==> config.mk <==
export PLATFORM = sky130hd
export DESIGN_NAME = jvm_useq_ctrl_flat
export DESIGN_NICKNAME = d
export VERILOG_FILES = /design/src/rtl/jvm_useq_pkg.sv /design/src/rtl/jvm_useq_ctrl_if.sv /design/src/rtl/jvm_useq_ctrl.sv /design/src/flat_wrapper.sv
export SDC_FILE = /design/constraint.sdc
export NUM_CORES = 1
export LEC_CHECK = 0
export CORE_AREA = 2 2 88 90
export DETAILED_ROUTE_END_ITERATION = 6
export DIE_AREA = 0 0 90 92
export GPL_TIMING_DRIVEN = 0
export PLACE_DENSITY = 0.62
export RECOVER_POWER = 25
export SYNTH_ARGS = -nofsm -noshare
export SYNTH_HDL_FRONTEND = slang
export SYNTH_SLANG_ARGS = --single-unit
==> constraint.sdc <==
create_clock -name clk -period 4.9 [get_ports clk]
set_input_delay 1.225 -clock clk [delete_from_list [all_inputs] [get_ports clk]]
set_output_delay 1.225 -clock clk [all_outputs]
set_load 0.01 [all_outputs]
==> src/rtl/jvm_useq_pkg.sv <==
// Shared types and constants for the JVM microcode sequencer.
package jvm_useq_pkg;

    localparam int OP_W    = 8;
    localparam int UADDR_W = 7;
    localparam int ROM_AW  = 9;

    localparam logic [UADDR_W-1:0] UADDR_NONE = 7'd0;
    localparam logic [UADDR_W-1:0] UADDR_BAD  = 7'h7F;

    typedef enum logic [1:0] {
        IDLE   = 2'd0,
        LOOKUP = 2'd1,
        EXEC   = 2'd2,
        TRAP   = 2'd3
    } useq_state_e;

    typedef enum logic [1:0] {
        TRAP_NONE  = 2'b00,
        TRAP_UNSUP = 2'b01,
        TRAP_CHAIN = 2'b10,
        TRAP_OVF   = 2'b11
    } trap_cause_e;

    // A ROM word of 0 or all-ones means "no usable micro-op address".
    function automatic logic uaddr_invalid(input logic [UADDR_W-1:0] a);
        return (a == UADDR_NONE) || (a == UADDR_BAD);
    endfunction

endpackage

==> src/rtl/jvm_useq_ctrl_if.sv <==
// Bundle of fetch, address-ROM, decoder and trap signals around the sequencer.
interface jvm_useq_ctrl_if
    import jvm_useq_pkg::*;
#(
    parameter int CNT_W = 16
);
    logic                flush;
    logic                op_valid;
    logic [OP_W-1:0]     op_code;
    logic                op_ready;
    logic [ROM_AW-1:0]   rom_addr;
    logic [UADDR_W-1:0]  rom_data;
    logic                uop_valid;
    logic [UADDR_W-1:0]  uop_addr;
    logic                uop_ready;
    logic                uop_last;
    logic                trap_valid;
    logic [1:0]          trap_cause;
    logic [OP_W-1:0]     trap_op;
    logic                trap_ack;
    logic                busy;
    logic [CNT_W-1:0]    retired_cnt;

    // Sequencer side
    modport master (
        input  flush, op_valid, op_code, rom_data, uop_ready, uop_last, trap_ack,
        output op_ready, rom_addr, uop_valid, uop_addr, trap_valid, trap_cause,
               trap_op, busy, retired_cnt
    );

    // Environment side (fetch, ROM, decoder, host)
    modport slave (
        output flush, op_valid, op_code, rom_data, uop_ready, uop_last, trap_ack,
        input  op_ready, rom_addr, uop_valid, uop_addr, trap_valid, trap_cause,
               trap_op, busy, retired_cnt
    );

endinterface

==> src/rtl/jvm_useq_ctrl.sv <==
// Microcode sequencer: takes one JVM opcode, walks the start/next-address ROM
// and emits one micro-op address per decoder handshake until the decoder flags
// the last step. Bad entries and over-long chains raise a trap to the host.
module jvm_useq_ctrl
    import jvm_useq_pkg::*;
#(
    parameter int MAX_STEPS = 32,
    parameter int CNT_W     = 16
) (
    input  logic            clk,
    input  logic            rst_n,
    jvm_useq_ctrl_if.master bus
);

    localparam int STEP_W = (MAX_STEPS > 1) ? $clog2(MAX_STEPS) : 1;
    localparam logic [STEP_W-1:0] STEP_LAST = STEP_W'(MAX_STEPS - 1);

    useq_state_e          r_state;
    useq_state_e          w_state_nxt;
    logic [OP_W-1:0]      r_op_lat;
    logic [UADDR_W-1:0]   r_uop_addr;
    logic [STEP_W-1:0]    r_step;
    logic [1:0]           r_trap_cause;
    logic [OP_W-1:0]      r_trap_op;
    logic [CNT_W-1:0]     r_retired;

    logic                 w_accept;
    logic                 w_load_uaddr;
    logic                 w_step_inc;
    logic                 w_retire;
    logic                 w_set_trap;
    logic [1:0]           w_cause_nxt;
    logic [ROM_AW-1:0]    w_rom_addr;

    // State register
    always_ff @(posedge clk or negedge rst_n) begin
        if (!rst_n) r_state <= IDLE;
        else        r_state <= w_state_nxt;
    end

    // Next-state and datapath strobes; flush overrides every transition
    always_comb begin
        w_state_nxt  = r_state;
        w_accept     = 1'b0;
        w_load_uaddr = 1'b0;
        w_step_inc   = 1'b0;
        w_retire     = 1'b0;
        w_set_trap   = 1'b0;
        w_cause_nxt  = TRAP_NONE;
        if (bus.flush) begin
            w_state_nxt = IDLE;
        end else begin
            case (r_state)
                IDLE: begin
                    if (bus.op_valid) begin
                        w_accept    = 1'b1;
                        w_state_nxt = LOOKUP;
                    end
                end
                LOOKUP: begin
                    if (uaddr_invalid(bus.rom_data)) begin
                        w_set_trap  = 1'b1;
                        w_cause_nxt = TRAP_UNSUP;
                        w_state_nxt = TRAP;
                    end else begin
                        w_load_uaddr = 1'b1;
                        w_state_nxt  = EXEC;
                    end
                end
                EXEC: begin
                    // uop_last only matters on an accepted micro-op
                    if (bus.uop_ready) begin
                        if (bus.uop_last) begin
                            w_retire    = 1'b1;
                            w_state_nxt = IDLE;
                        end else if (r_step == STEP_LAST) begin
                            w_set_trap  = 1'b1;
                            w_cause_nxt = TRAP_OVF;
                            w_state_nxt = TRAP;
                        end else if (uaddr_invalid(bus.rom_data)) begin
                            w_set_trap  = 1'b1;
                            w_cause_nxt = TRAP_CHAIN;
                            w_state_nxt = TRAP;
                        end else begin
                            w_load_uaddr = 1'b1;
                            w_step_inc   = 1'b1;
                        end
                    end
                end
                TRAP: begin
                    if (bus.trap_ack) w_state_nxt = IDLE;
                end
                default: w_state_nxt = IDLE;
            endcase
        end
    end

    // Opcode latch, micro-op address, step count, trap record and retire count
    always_ff @(posedge clk or negedge rst_n) begin
        if (!rst_n) begin
            r_op_lat     <= '0;
            r_uop_addr   <= UADDR_NONE;
            r_step       <= '0;
            r_trap_cause <= TRAP_NONE;
            r_trap_op    <= '0;
            r_retired    <= '0;
        end else begin
            if (w_accept) begin
                r_op_lat <= bus.op_code;
                r_step   <= '0;
            end
            if (w_load_uaddr) r_uop_addr <= bus.rom_data;
            if (w_step_inc)   r_step     <= r_step + STEP_W'(1);
            if (w_set_trap) begin
                r_trap_cause <= w_cause_nxt;
                r_trap_op    <= r_op_lat;
            end
            if (w_retire)     r_retired  <= r_retired + CNT_W'(1);
        end
    end

    // ROM address: start table while fetching/looking up, next table while executing
    always_comb begin
        w_rom_addr = {1'b0, r_op_lat};
        case (r_state)
            IDLE:    w_rom_addr = {1'b0, bus.op_code};
            LOOKUP:  w_rom_addr = {1'b0, r_op_lat};
            EXEC:    w_rom_addr = {2'b10, r_uop_addr};
            default: w_rom_addr = {1'b0, r_op_lat};
        endcase
    end

    assign bus.rom_addr    = w_rom_addr;
    assign bus.op_ready    = (r_state == IDLE) & ~bus.flush;
    assign bus.uop_valid   = (r_state == EXEC);
    assign bus.uop_addr    = r_uop_addr;
    assign bus.trap_valid  = (r_state == TRAP);
    assign bus.trap_cause  = r_trap_cause;
    assign bus.trap_op     = r_trap_op;
    assign bus.busy        = (r_state != IDLE);
    assign bus.retired_cnt = r_retired;

endmodule

==> src/flat_wrapper.sv <==
// flat-port wrapper written by rule: the top's interface ports become plain ports
module jvm_useq_ctrl_flat import jvm_useq_pkg::*;
#(
    parameter int MAX_STEPS = 32,
    parameter int CNT_W     = 16
)
  (clk, rst_n, bus_flush, bus_op_valid, bus_op_code, bus_rom_data, bus_uop_ready, bus_uop_last, bus_trap_ack, bus_op_ready, bus_rom_addr, bus_uop_valid, bus_uop_addr, bus_trap_valid, bus_trap_cause, bus_trap_op, bus_busy, bus_retired_cnt);
  jvm_useq_ctrl_if #(.CNT_W(CNT_W)) bus_i ();
  input  logic clk;
  input  logic rst_n;
  input wire logic [$bits(bus_i.flush)-1:0] bus_flush;
  input wire logic [$bits(bus_i.op_valid)-1:0] bus_op_valid;
  input wire logic [$bits(bus_i.op_code)-1:0] bus_op_code;
  input wire logic [$bits(bus_i.rom_data)-1:0] bus_rom_data;
  input wire logic [$bits(bus_i.uop_ready)-1:0] bus_uop_ready;
  input wire logic [$bits(bus_i.uop_last)-1:0] bus_uop_last;
  input wire logic [$bits(bus_i.trap_ack)-1:0] bus_trap_ack;
  output wire logic [$bits(bus_i.op_ready)-1:0] bus_op_ready;
  output wire logic [$bits(bus_i.rom_addr)-1:0] bus_rom_addr;
  output wire logic [$bits(bus_i.uop_valid)-1:0] bus_uop_valid;
  output wire logic [$bits(bus_i.uop_addr)-1:0] bus_uop_addr;
  output wire logic [$bits(bus_i.trap_valid)-1:0] bus_trap_valid;
  output wire logic [$bits(bus_i.trap_cause)-1:0] bus_trap_cause;
  output wire logic [$bits(bus_i.trap_op)-1:0] bus_trap_op;
  output wire logic [$bits(bus_i.busy)-1:0] bus_busy;
  output wire logic [$bits(bus_i.retired_cnt)-1:0] bus_retired_cnt;
  assign bus_i.flush = bus_flush;
  assign bus_i.op_valid = bus_op_valid;
  assign bus_i.op_code = bus_op_code;
  assign bus_i.rom_data = bus_rom_data;
  assign bus_i.uop_ready = bus_uop_ready;
  assign bus_i.uop_last = bus_uop_last;
  assign bus_i.trap_ack = bus_trap_ack;
  assign bus_op_ready = bus_i.op_ready;
  assign bus_rom_addr = bus_i.rom_addr;
  assign bus_uop_valid = bus_i.uop_valid;
  assign bus_uop_addr = bus_i.uop_addr;
  assign bus_trap_valid = bus_i.trap_valid;
  assign bus_trap_cause = bus_i.trap_cause;
  assign bus_trap_op = bus_i.trap_op;
  assign bus_busy = bus_i.busy;
  assign bus_retired_cnt = bus_i.retired_cnt;
  jvm_useq_ctrl #(.MAX_STEPS(MAX_STEPS), .CNT_W(CNT_W)) u_core (.clk(clk), .rst_n(rst_n), .bus(bus_i));
endmodule
==> summary.log, run 1 <==
qor: run_status.run_status finished with violations
qor: run_status.failing_checks max-capacitance violations, max-slew violations
qor: global_routing.number_of_antenna_violations_at_the_first_check_in_global_routing 0
qor: finish.layout-drive-gt1-share 12.32%
qor: detailed_routing.initialDrtViolationCount 66
qor: worst_setup_path.cp_data_required_time 3.67 ns
qor: worst_setup_path.crit_path_start_kind flop
qor: global_routing.grt_pass1_vias 2364
qor: detailed_routing.drtPass1Iterations 4
qor: global_routing.largest_net_degree_at_the_start_of_global_routing 29
qor: worst_setup_path.critical-path-slowest-cell clkdlybuf4s50_1
qor: clocking.path_clk_slew 0.09 ns
qor: timing.period_share 78.77%
qor: synth.async_flop_share 100.0%
qor: synth.synthCells 266
qor: detailed_routing.routed_wl 6674 um
qor: detailed_routing.vias_per_cell 5.093
qor: clocking.h_tree_depth_reported_by_cts 2
qor: finish.layout.core_utilization 48.12%
qor: detailed_routing.remaining_drc_errors 0
qor: placed_design.io_buffers 66
qor: timing.timing.final.setup_violations 0
qor: floorplan.floorplan.initialDensity 36.02%
qor: clocking.clock_tree.root_cell clkbuf_8
qor: floorplan.core.rowCount 32
qor: clocking.cts_setup_buffers 0
qor: floorplan.chipHeight 92 um
qor: worst_hold_path.hp-start u_core.bus.retired_cnt[15]$_DFFE_PN0P_
qor: synth.synth_area_leader_cell dfrtp_1
qor: synth.synthTopCellsByArea dfrtp_1, mux2_2, nand2_1
qor: worst_setup_path.worst_path_largest_cell_delay 0.54 ns
qor: detailed_routing.avgRoutedWirePerCell 15.07 um
qor: worst_setup_path.cp-startpoint u_core.r_state[0]$_DFFE_PN0P_
qor: synth.syn_avg_cell_area 10.08 um^2
qor: global_routing.grt_overflow 0
qor: synth.synth.cell_area 2683 um^2
qor: worst_setup_path.rr_startpoint u_core.r_step[0]$_DFFE_PN0P_
qor: synth.synth.top_cell.area_share 44.78%
qor: global_routing.grt_first_pass_wirelength 11660 um
qor: worst_setup_path.worst_path_most_repeated_cell nand2_1
qor: clocking.clk_latency 0.30 ns
qor: synth.yosysWarnings 0
qor: placed_design.dpl_cell_area 3486 um^2
qor: global_routing.grtUsageMet1 22.20%
qor: synth.synth.ff_latch_count 48
qor: floorplan.design.core.area 7447 um^2
qor: worst_setup_path.path_max_fanout 10
qor: worst_hold_path.holdCritPathClass reg -> reg
qor: placed_design.dp_wirelength 4980 um
qor: placed_design.dp_cells 435
qor: timing.hold_viol_final 0
qor: power.power_density 390.1 nW/um^2
qor: synth.net_count_after_synthesis 296
qor: global_routing.grtUsageTotal 17.18%
qor: floorplan.fp.dieW 90 um
qor: global_routing.grt_use_met3 4.684%
qor: placed_design.routabilityCongestion 0.7596
qor: power.leakage 1.627 nW
qor: synth.yosysUniqueCellTypes 47
qor: synth.synth_most_common_cell nand2_1
qor: finish.nNetsFinal 370
qor: clocking.cts_buffers 5
qor: finish.antenna-diode-count 0
qor: global_routing.use_met2 28.13%
qor: timing.fin_setup_tns 0 ns
qor: finish.final_cell_area 3583 um^2
qor: floorplan.die_area 8280 um^2
qor: worst_setup_path.end_kind output port
qor: detailed_routing.dr_total_vias 2256
qor: timing.tightest_slew 1.527 ns
qor: power.max-vdd-ir-drop 0.0001411 V
qor: worst_setup_path.worstPathCellList inv_1 > ha_1 > clkbuf_1 > nor2_1 > nand2_1 > nand2_1 > clkdlybuf4s50_1
qor: flow_run.maxCapViolCount 1
qor: clocking.tritoncts done
qor: finish.areaGrowthSynthToFinish 33.58%
qor: clocking.clock_sinks 48
qor: timing.smallest_setup_slack_after_layout 1.040 ns
qor: clocking.hold_fix_buffer_count_after_cts 0
qor: power.fin_total_pwr 1.398 mW
qor: synth.netlist_top_cells_count nand2_1, dfrtp_1, mux2_2, nand3_1
qor: worst_setup_path.critical_path_arrival 2.63 ns
qor: timing.slew_headroom -1.816%
qor: timing.finalWorstPathRequiredPeriod 3.860 ns
qor: worst_setup_path.worst-setup-path-type reg -> out
qor: timing.grt_setup_unrepaired false
qor: timing.total_count_of_max_transition_violations_in_the_final_report 29
qor: placed_design.dp_worst_setup_slack 1.220 ns
qor: synth.seq_area_frac_synth 44.78%
qor: timing.fin_worst_skew 0.005401 ns
qor: timing.clock.fmax 259.1 MHz
qor: floorplan.num_io_pins 68
qor: synth.synth-edff-count 0
qor: timing.fin_hold_ws 0.4710 ns
qor: global_routing.busiest_layer met2
qor: clocking.cts.repair.resized 0
qor: clocking.cts.path.max_buffers 2
qor: synth.synth_flop_cell dfrtp_1
qor: finish.final-instance-count-excl-fill 443
qor: detailed_routing.detail-route-antenna-nets 0
==> placed cells by master, fill, tap and decap left out, drive strengths merged, types with 7 or more instances in the layout <==
cell type and count:
xnor2 8, ha 8, buf 8, a22oi 8
clkbuf 14, nand2 49, nand3 20, o31a 8
dfrtp 48, clkdlybuf4s50 65, mux2 24, inv 7
xor2 8
==> layer usage <==
metal / part of all wire [%] / vias to the layer above / routed length (um)
li1: - / 1097 / -
met2: 48 / 57 / 3173
met5: 0 / - / 0
met4: 1.1 / 0 / 73
met3: 5.4 / 7 / 361
met1: 46 / 1095 / 3066
==> final cells by class <==
class / count / area [um^2]
tap: 102 / 127.6
fill: 723 / 3864
inverter: 6 / 22.52
clock inverter: 3 / 46.29
sequential: 48 / 1201
multi-input combinational: 197 / 1386
buffer: 15 / 72.57
timing repair buffer: 67 / 658.1
clock buffer: 5 / 68.82
==> where the power goes <==
group / internal, mW / leakage [nW] / switching, mW
Clock: 0.154 / 0.0548 / 0.140
Combinational: 0.303 / 0.978 / 0.257
Sequential: 0.473 / 0.594 / 0.0716
Total: 0.929 / 1.63 / 0.469
==> worst paths after layout <==
check	to	slack (ns)	cells after the start
setup / recovery	bus_rom_addr[1]	1.04	7
hold / removal	u_core.bus.retired_cnt[15]$_DFFE_PN0P_	0.47	1
setup reg to reg	u_core.r_step[2]$_DFFE_PN0P_	2.63	7
hold reg to reg	u_core.bus.retired_cnt[15]$_DFFE_PN0P_	0.47	1
max in group asynchronous	u_core.bus.uop_addr[6]$_DFFE_PN0P_	1.81	2
min in group asynchronous	u_core.r_op_lat[3]$_DFFE_PN0P_	1.12	1
==> flip-flops by register name, indices dropped and copies added (netlist names) <==
register	flops
u_core.bus.retired_cnt	16
u_core.bus.uop_addr	7
u_core.r_state	2
u_core.r_op_lat	8
u_core.bus.trap_op	8
u_core.r_step	5
u_core.bus.trap_cause	2
==> critical path: cells and delay by family, from the launching register on <==
family        cells  cell delay, ns
flops             1            0.41
simple gates      3            0.73
fa+ha+maj         1            0.27
buf+inv           3            0.92
==> cells by family (layout without fill, tap and decap cells) <==
logic type                 after synthesis  in the layout  synth area share, %
AOI/OAI and AO/OA                       36             36                11.34
adders and majority gates                8              8                3.731
and+or+nand+nor                        111            111                20.57
muxes                                   26             26                10.82
xor gates and xnor gates                16             16                5.224
DFF                                     48             48                44.78
buffers and inverters                   21             96                3.545
No activity file was read; power rests on OpenSTA's default activity.
==> run 2: changes to the inputs <==
--- a/config.mk
+++ b/config.mk
@@ -9,7 +9,7 @@
 export DETAILED_ROUTE_END_ITERATION = 6
 export DIE_AREA = 0 0 90 92
 export GPL_TIMING_DRIVEN = 0
-export PLACE_DENSITY = 0.62
+export PLACE_DENSITY = 0.64
 export RECOVER_POWER = 25
 export SYNTH_ARGS = -nofsm -noshare
 export SYNTH_HDL_FRONTEND = slang
==> constraint.sdc (replaced) <==
create_clock -name clk -period 3.3 [get_ports clk]
set_input_delay 0.825 -clock clk [delete_from_list [all_inputs] [get_ports clk]]
set_output_delay 0.825 -clock clk [all_outputs]
set_load 0.01 [all_outputs]
==> run 2 against run 1 <==
  * The flow now finishes without violations
  * Combinational power is 51% higher
  * Critical path depth is the same
  * Count of clock-buffer cells in the layout is the same
  * Core utilization about the same
  * Non-clock buffer count did not move
  * Largest cell class unchanged
==> summary.log, run 2 (synthesis results as in run 1) <==
qor: finish.antenna-diode-count 0 [unchanged]
qor: worst_setup_path.crit_path_start_kind flop
qor: flow_run.maxCapViolCount 0 [-1]
qor: timing.timing.final.setup_violations 0 [unchanged]
qor: detailed_routing.remaining_drc_errors 0 [unchanged]
qor: global_routing.grt_use_met3 4.766% [+0.082 points]
qor: power.power_density 576.8 nW/um^2 [+48%]
qor: global_routing.grtUsageMet1 22.32% [+0.12 points]
qor: detailed_routing.avgRoutedWirePerCell 15.11 um [+0.32%]
qor: floorplan.fp.dieW 90 um [unchanged]
qor: worst_hold_path.timing.hold.worst_path_depth 1 [unchanged]
qor: detailed_routing.dr_total_vias 2218 [-1.7%]
qor: clocking.tritoncts done
qor: finish.commonest_non_fill_non_tap_cell_in_the_layout clkdlybuf4s50_1
qor: timing.tightest_slew 1.374 ns [-0.1529 ns]
qor: timing.finalWorstPathRequiredPeriod 3.102 ns
qor: run_status.run_status finished clean
qor: global_routing.busiest_layer met2
qor: detailed_routing.drtPass1Iterations 4 [unchanged]
qor: global_routing.largest_net_degree_at_the_start_of_global_routing 31 [+6.9%]
qor: floorplan.die_area 8280 um^2 [unchanged]
qor: placed_design.io_buffers 66 [unchanged]
qor: clocking.cts.path.max_buffers 2 [unchanged]
qor: finish.flip_flop_count_of_the_largest_register_all_copies_and_words_added 16 [unchanged]
qor: worst_setup_path.worst-setup-path-type reg -> out
qor: clocking.hold_fix_buffer_count_after_cts 0 [unchanged]
qor: detailed_routing.routed_wl 6665 um [-0.13%]
qor: worst_setup_path.regToRegSetupSlack 1.08 ns [-1.55 ns]
qor: clocking.cts_buffers 5 [unchanged]
qor: worst_setup_path.end_kind output port
qor: clocking.clock_sinks 48 [unchanged]
qor: worst_setup_path.critical_path_arrival 2.28 ns [-0.35 ns]
qor: timing.slew_headroom 8.380% [+10 points]
qor: worst_setup_path.cp_data_required_time 2.47 ns [-1.20 ns]
qor: timing.hold_viol_final 0 [unchanged]
qor: global_routing.use_met2 26.75% [-1.4 points]
qor: floorplan.design.core.area 7447 um^2 [unchanged]
qor: global_routing.grt_first_pass_wirelength 11230 um [-3.7%]
qor: timing.period_share 94.01%
qor: global_routing.grt_pass1_vias 2222 [-6.0%]
qor: power.fin_total_pwr 2.068 mW [+48%]
qor: global_routing.grt_overflow 0 [unchanged]
qor: placed_design.dp_wirelength 4929 um [-1.0%]
qor: clocking.path_clk_slew 0.09 ns [about the same]
qor: worst_setup_path.worstRegToRegCells 7 [unchanged]
qor: timing.grt_setup_unrepaired false
qor: worst_hold_path.holdCritPathClass reg -> reg
qor: floorplan.core.rowCount 32 [unchanged]
qor: clocking.h_tree_depth_reported_by_cts 2 [unchanged]
qor: finish.layout-drive-gt1-share 12.68% [+0.37 points]
qor: global_routing.grtUsageTotal 16.68% [-0.49 points]
qor: finish.final_cell_mix clkdlybuf4s50_1, nand2_1, dfrtp_1
qor: finish.nNetsFinal 370 [unchanged]
qor: floorplan.num_io_pins 68 [unchanged]
qor: timing.fin_worst_skew 0.004912 ns [-0.0004893 ns]
qor: placed_design.routabilityCongestion 0.7312 [-3.7%]
qor: detailed_routing.vias_per_cell 5.029 [-1.2%]
qor: timing.clock.fmax 322.3 MHz
qor: finish.areaGrowthSynthToFinish 33.68% [about the same]
qor: finish.layout.core_utilization 48.15% [about the same]
qor: clocking.clk_latency 0.30 ns [about the same]
qor: detailed_routing.detail-route-antenna-nets 0 [unchanged]
qor: timing.total_count_of_max_transition_violations_in_the_final_report 0 [-100%]
qor: detailed_routing.initialDrtViolationCount 78 [+18%]
qor: global_routing.number_of_antenna_violations_at_the_first_check_in_global_routing 0 [unchanged]
qor: power.max-vdd-ir-drop 0.0001606 V [+14%]
qor: power.leakage 1.641 nW [+0.88%]
qor: floorplan.floorplan.initialDensity 36.02% [unchanged]
qor: clocking.cts_setup_buffers 0 [unchanged]
qor: floorplan.chipHeight 92 um [unchanged]
qor: clocking.clock_tree.root_cell clkbuf_8
qor: worst_setup_path.path_max_fanout 10 [unchanged]
==> run 2: per-stage QoR <==
step / cell area (um^2) / setup WS (ns) / hold slack, ns / std cells / TNS [ns]
6_report: 3586 / 0.1977 / 0.4771 / 441 / 0
5_1_grt: 3586 / 0.004339 / 0.4980 / 441 / 0
4_1_cts: 3593 / 0.05214 / 0.4848 / 441 / 0
3_5_place_dp: 3486 / 0.1452 / 0.4624 / 435 / 0
3_3_place_gp: 3471 / -0.1060 / 0.4639 / 434 / -4.966
2_1_floorplan: 2683 / 1.001 / 0.4684 / 266 / 0
==> run 2: path summary, 6_finish.rpt <==
kind                                                           to                              startpoint
setup / recovery                                  bus_rom_addr[3]           u_core.r_state[0]$_DFFE_PN0P_
hold / removal             u_core.bus.retired_cnt[15]$_DFFE_PN0P_  u_core.bus.retired_cnt[15]$_DFFE_PN0P_
setup reg to reg                     u_core.r_step[2]$_DFFE_PN0P_            u_core.r_step[0]$_DFFE_PN0P_
hold reg to reg            u_core.bus.retired_cnt[15]$_DFFE_PN0P_  u_core.bus.retired_cnt[15]$_DFFE_PN0P_
max in group asynchronous   u_core.bus.retired_cnt[9]$_DFFE_PN0P_                                   rst_n
min in group asynchronous    u_core.bus.trap_cause[1]$_DFFE_PN0P_                                   rst_n
==> run 2: critical path, cell delays in order, from the launching register on <==
cell             delay, ns
dfrtp_1               0.41
inv_1                 0.11
ha_1                  0.27
clkbuf_2              0.25
nor2_4                0.23
nand2_1               0.08
nand2_1               0.07
clkdlybuf4s50_1       0.55
==> run 2: metal layers <==
metal / share of wire, % / vias to the layer above
li1: - / 1093
met1: 48 / 1075
met2: 45 / 46
met3: 5.2 / 4
met4: 1.0 / 0
met5: 0 / -
==> run 2: cell type report <==
cell class	instances	area, um^2
Clock inverter	1	30.03
Clock buffer	5	68.82
Inverter	6	22.52
Timing Repair Buffer	67	666.9
Buffer	15	75.07
Sequential cell	48	1201
Tap cell	102	127.6
Multi-Input combinational cell	197	1394
Fill cell	713	3861
==> run 2: timing repair <==
item | in CTS | in global routing
pin swaps | 0 | 0
gates cloned | 0 | 0
setup endpoints to repair | 8 | 6
gates resized for setup | 3 | 2
==> run 2: power by group <==
| group | total (mW) | switching, mW | internal [mW] |
|---|---|---|---|
| sequential | 0.813 | 0.112 | 0.702 |
| clock | 0.412 | 0.194 | 0.218 |
| combinational | 0.843 | 0.386 | 0.457 |
| total | 2.07 | 0.692 | 1.38 |
==> run 3: changes to the inputs <==
--- a/config.mk
+++ b/config.mk
@@ -11,6 +11,7 @@
 export GPL_TIMING_DRIVEN = 0
 export PLACE_DENSITY = 0.64
 export RECOVER_POWER = 25
+export SLEW_MARGIN = 20
 export SYNTH_ARGS = -nofsm -noshare
 export SYNTH_HDL_FRONTEND = slang
 export SYNTH_SLANG_ARGS = --single-unit
==> run 3 against run 2 <==
  * Non-clock buffer count down 1
  * Register-to-register slack worse by 0.02 ns
  * Design area decreased by 0.45%
  * Sequential power about the same
  * Critical path depth did not move
  * Combinational power decreased by 0.5%
  * Setup slack better by 0.0071 ns
  * Clock skew about the same
  * Sequential share of layout area is 0.15 points higher
  * Final cell count up 0.23%
==> summary.log, run 3 (synthesis results as in run 1) <==
qor: worst_setup_path.worstRegToRegCells 7 [unchanged]
qor: floorplan.num_io_pins 68 [unchanged]
qor: worst_setup_path.worstPathCellList inv_1 > ha_1 > clkbuf_2 > nor2_4 > nand2_1 > nand2_1 > clkdlybuf4s50_1
qor: placed_design.dpl_cell_area 3468 um^2 [-0.50%]
qor: floorplan.design.core.area 7447 um^2 [unchanged]
qor: power.intPower 1.329 mW [-3.5%]
qor: worst_setup_path.endpoint_of_the_worst_slack_reg_to_reg_timing_path u_core.r_step[2]$_DFFE_PN0P_
qor: power.seq_power_share 40.1% [+0.8 points]
qor: floorplan.chipHeight 92 um [unchanged]
qor: finish.commonest_non_fill_non_tap_cell_in_the_layout clkdlybuf4s50_1
qor: floorplan.fp.dieW 90 um [unchanged]
qor: power.leakage 1.626 nW [-0.96%]
qor: detailed_routing.vias_per_cell 5.133 [+2.1%]
qor: detailed_routing.dr_total_vias 2269 [+2.3%]
qor: worst_setup_path.crit_path_start_kind flop
qor: finish.layout-drive-gt1-share 13.24% [+0.55 points]
qor: global_routing.grt_first_pass_wirelength 11230 um [unchanged]
qor: power.max-vdd-ir-drop 0.0002003 V [+25%]
qor: worst_setup_path.end_kind output port
qor: clocking.tritoncts done
qor: worst_setup_path.worst-setup-path-type reg -> out
qor: power.switching_share 34.26% [+0.82 points]
qor: worst_hold_path.timing.hold.worst_path_depth 1 [unchanged]
qor: worst_hold_path.worstHoldEndpoint u_core.bus.retired_cnt[15]$_DFFE_PN0P_
qor: timing.smallest_setup_slack_after_layout 0.2048 ns [+0.007104 ns]
qor: finish.final_cell_area 3570 um^2 [-0.45%]
qor: global_routing.grtUsageTotal 16.67% [about the same]
qor: finish.fillCellCount 729 [+2.2%]
qor: floorplan.die_area 8280 um^2 [unchanged]
qor: global_routing.busiest_layer met2
qor: placed_design.routabilityCongestion 0.7312 [unchanged]
qor: timing.slew_headroom 18.75% [+10 points]
qor: detailed_routing.remaining_drc_errors 0 [unchanged]
qor: timing.tightest_slew 1.219 ns [-0.1555 ns]
qor: worst_setup_path.critical-path-slowest-cell clkdlybuf4s50_1
qor: timing.clock.fmax 323.1 MHz [+0.23%]
qor: detailed_routing.avgRoutedWirePerCell 15.08 um [-0.24%]
qor: floorplan.core.rowCount 32 [unchanged]
qor: finish.final_cell_mix clkdlybuf4s50_1, nand2_1, dfrtp_1
qor: placed_design.dp_wirelength 4825 um [-2.1%]
qor: global_routing.largest_net_degree_at_the_start_of_global_routing 49 [+58%]
qor: worst_hold_path.holdCritPathClass reg -> reg
qor: timing.finalWorstPathRequiredPeriod 3.095 ns [-0.007104 ns]
qor: global_routing.use_met2 27.44% [+0.69 points]
qor: detailed_routing.detail-route-antenna-nets 0 [unchanged]
qor: timing.fin_worst_skew 0.004592 ns [-0.0003193 ns]
qor: placed_design.io_buffers 66 [unchanged]
qor: power.share_comb_of_total_power 41.5% [+0.7 points]
qor: run_status.run_status finished clean
qor: clocking.clk_latency 0.30 ns [about the same]
qor: clocking.hold_fix_buffer_count_after_cts 0 [unchanged]
qor: worst_setup_path.path_max_fanout 10 [unchanged]
qor: detailed_routing.routed_wl 6664 um [about the same]
qor: floorplan.floorplan.initialDensity 36.02% [unchanged]
qor: finish.nNetsFinal 369 [-0.27%]
qor: clocking.cts_setup_buffers 0 [unchanged]
qor: power.share_clk_of_total_power 18.4% [-1.5 points]
qor: placed_design.dp_worst_setup_slack 0.1373 ns [-0.007908 ns]
qor: worst_setup_path.rr_startpoint u_core.r_step[0]$_DFFE_PN0P_
qor: worst_setup_path.cp_data_required_time 2.47 ns [about the same]
qor: worst_setup_path.critical_path_arrival 2.27 ns [about the same]
qor: flow_run.maxCapViolCount 0 [unchanged]
qor: power.power_density 566.2 nW/um^2 [-1.8%]
qor: worst_setup_path.regToRegSetupSlack 1.06 ns [-0.02 ns]
qor: global_routing.grt_overflow 0 [unchanged]
qor: worst_setup_path.worst_path_largest_cell_delay 0.54 ns [about the same]
qor: clocking.cts_buffers 5 [unchanged]
qor: worst_setup_path.cp-startpoint u_core.r_state[0]$_DFFE_PN0P_
qor: worst_setup_path.critPathTopFamily buffers and inverters
qor: power.switchingPower 0.6924 mW [+0.11%]
qor: worst_setup_path.crit_buf_inv 3 [unchanged]
qor: global_routing.grt_use_met3 4.684% [-0.082 points]
qor: finish.antenna-diode-count 0 [unchanged]
qor: timing.total_count_of_max_transition_violations_in_the_final_report 0 [unchanged]
qor: detailed_routing.initialDrtViolationCount 105 [+35%]
qor: global_routing.grt_pass1_vias 2230 [+0.36%]
qor: global_routing.grtUsageMet1 22.24% [-0.082 points]
qor: timing.period_share 93.79% [-0.22 points]
qor: clocking.path_clk_slew 0.09 ns [about the same]
qor: timing.grt_setup_unrepaired false
qor: worst_setup_path.worst_path_most_repeated_cell nand2_1
qor: clocking.h_tree_depth_reported_by_cts 2 [unchanged]
qor: worst_hold_path.hp-start u_core.bus.retired_cnt[15]$_DFFE_PN0P_
qor: timing.hold_viol_final 0 [unchanged]
qor: global_routing.number_of_antenna_violations_at_the_first_check_in_global_routing 0 [unchanged]
qor: clocking.clock_tree.root_cell clkbuf_8
qor: clocking.clock_sinks 48 [unchanged]
qor: clocking.cts.path.max_buffers 2 [unchanged]
qor: timing.timing.final.setup_violations 0 [unchanged]
qor: finish.flip_flop_count_of_the_largest_register_all_copies_and_words_added 16 [unchanged]
qor: finish.areaGrowthSynthToFinish 33.07%
qor: detailed_routing.drtPass1Iterations 4 [unchanged]
-- run 3: what timing repair did --
item | CTS | global route
endpoints found under the setup margin | 8 | 6
gates cloned | 0 | 0
resized for setup | 3 | 2
-- run 3: metal layers --
| layer | up-vias | part of all wire (%) |
|---|---|---|
| met5 | - | 0 |
| met4 | 0 | 0.77 |
| met3 | 6 | 5.8 |
| met2 | 56 | 46 |
| met1 | 1111 | 47 |
| li1 | 1096 | - |
-- run 3: power by group through the flow --
stage / logic (mW) / registers (mW) / clock network [mW]
floorplan: 0.430 / 0.813 / 0
global placement: 0.829 / 0.819 / 0
detailed placement: 0.838 / 0.818 / 0
CTS: 0.852 / 0.808 / 0.382
global route: 0.927 / 0.826 / 0.414
finish: 0.839 / 0.810 / 0.371
-- run 3: area by class of cell --
cell class / count / area, um^2 / share of cell area [%]
Timing Repair Buffer: 66 / 655.6 / 18.37
Inverter: 6 / 22.52 / 0.6309
Tap cell: 102 / 127.6 / 3.575
Clock inverter: 1 / 7.507 / 0.2103
Multi-Input combinational cell: 197 / 1394 / 39.05
Clock buffer: 7 / 86.33 / 2.419
Sequential cell: 48 / 1201 / 33.65
Buffer: 15 / 75.07 / 2.103
-- run 3: per-stage QoR --
stage	hold WS (ns)	setup TNS [ns]	cells	total power [mW]	util, %
floorplan	0.4684	0	266	1.242	-
global placement	0.4639	-4.966	434	1.649	46.61
detailed placement	0.4563	0	434	1.656	46.57
CTS	0.4791	0	442	2.043	47.95
global route	0.4886	0	442	2.167	47.93
finish	0.4773	0	442	2.021	47.93
-- run 3: worst max path at each step --
stage,slack [ns],to,cells after the start
4_1_cts,0.06,bus_rom_addr[7],6
3_5_place_dp,0.14,bus_rom_addr[1],7
6_report,0.20,bus_rom_addr[1],7
5_1_grt,0.03,bus_rom_addr[3],7
3_3_place_gp,-0.11,u_core.bus.retired_cnt[15]$_DFFE_PN0P_,1
2_1_floorplan,1.00,bus_rom_addr[7],5
-- run 3: worst register-to-register path, cell delays in order (launching register included) --
cell and delay (ns):
dfrtp_1 0.41, ha_1 0.24, and3_1 0.19, ha_1 0.24
a221o_1 0.36, or3_1 0.32, buf_2 0.17, a31o_1 0.20
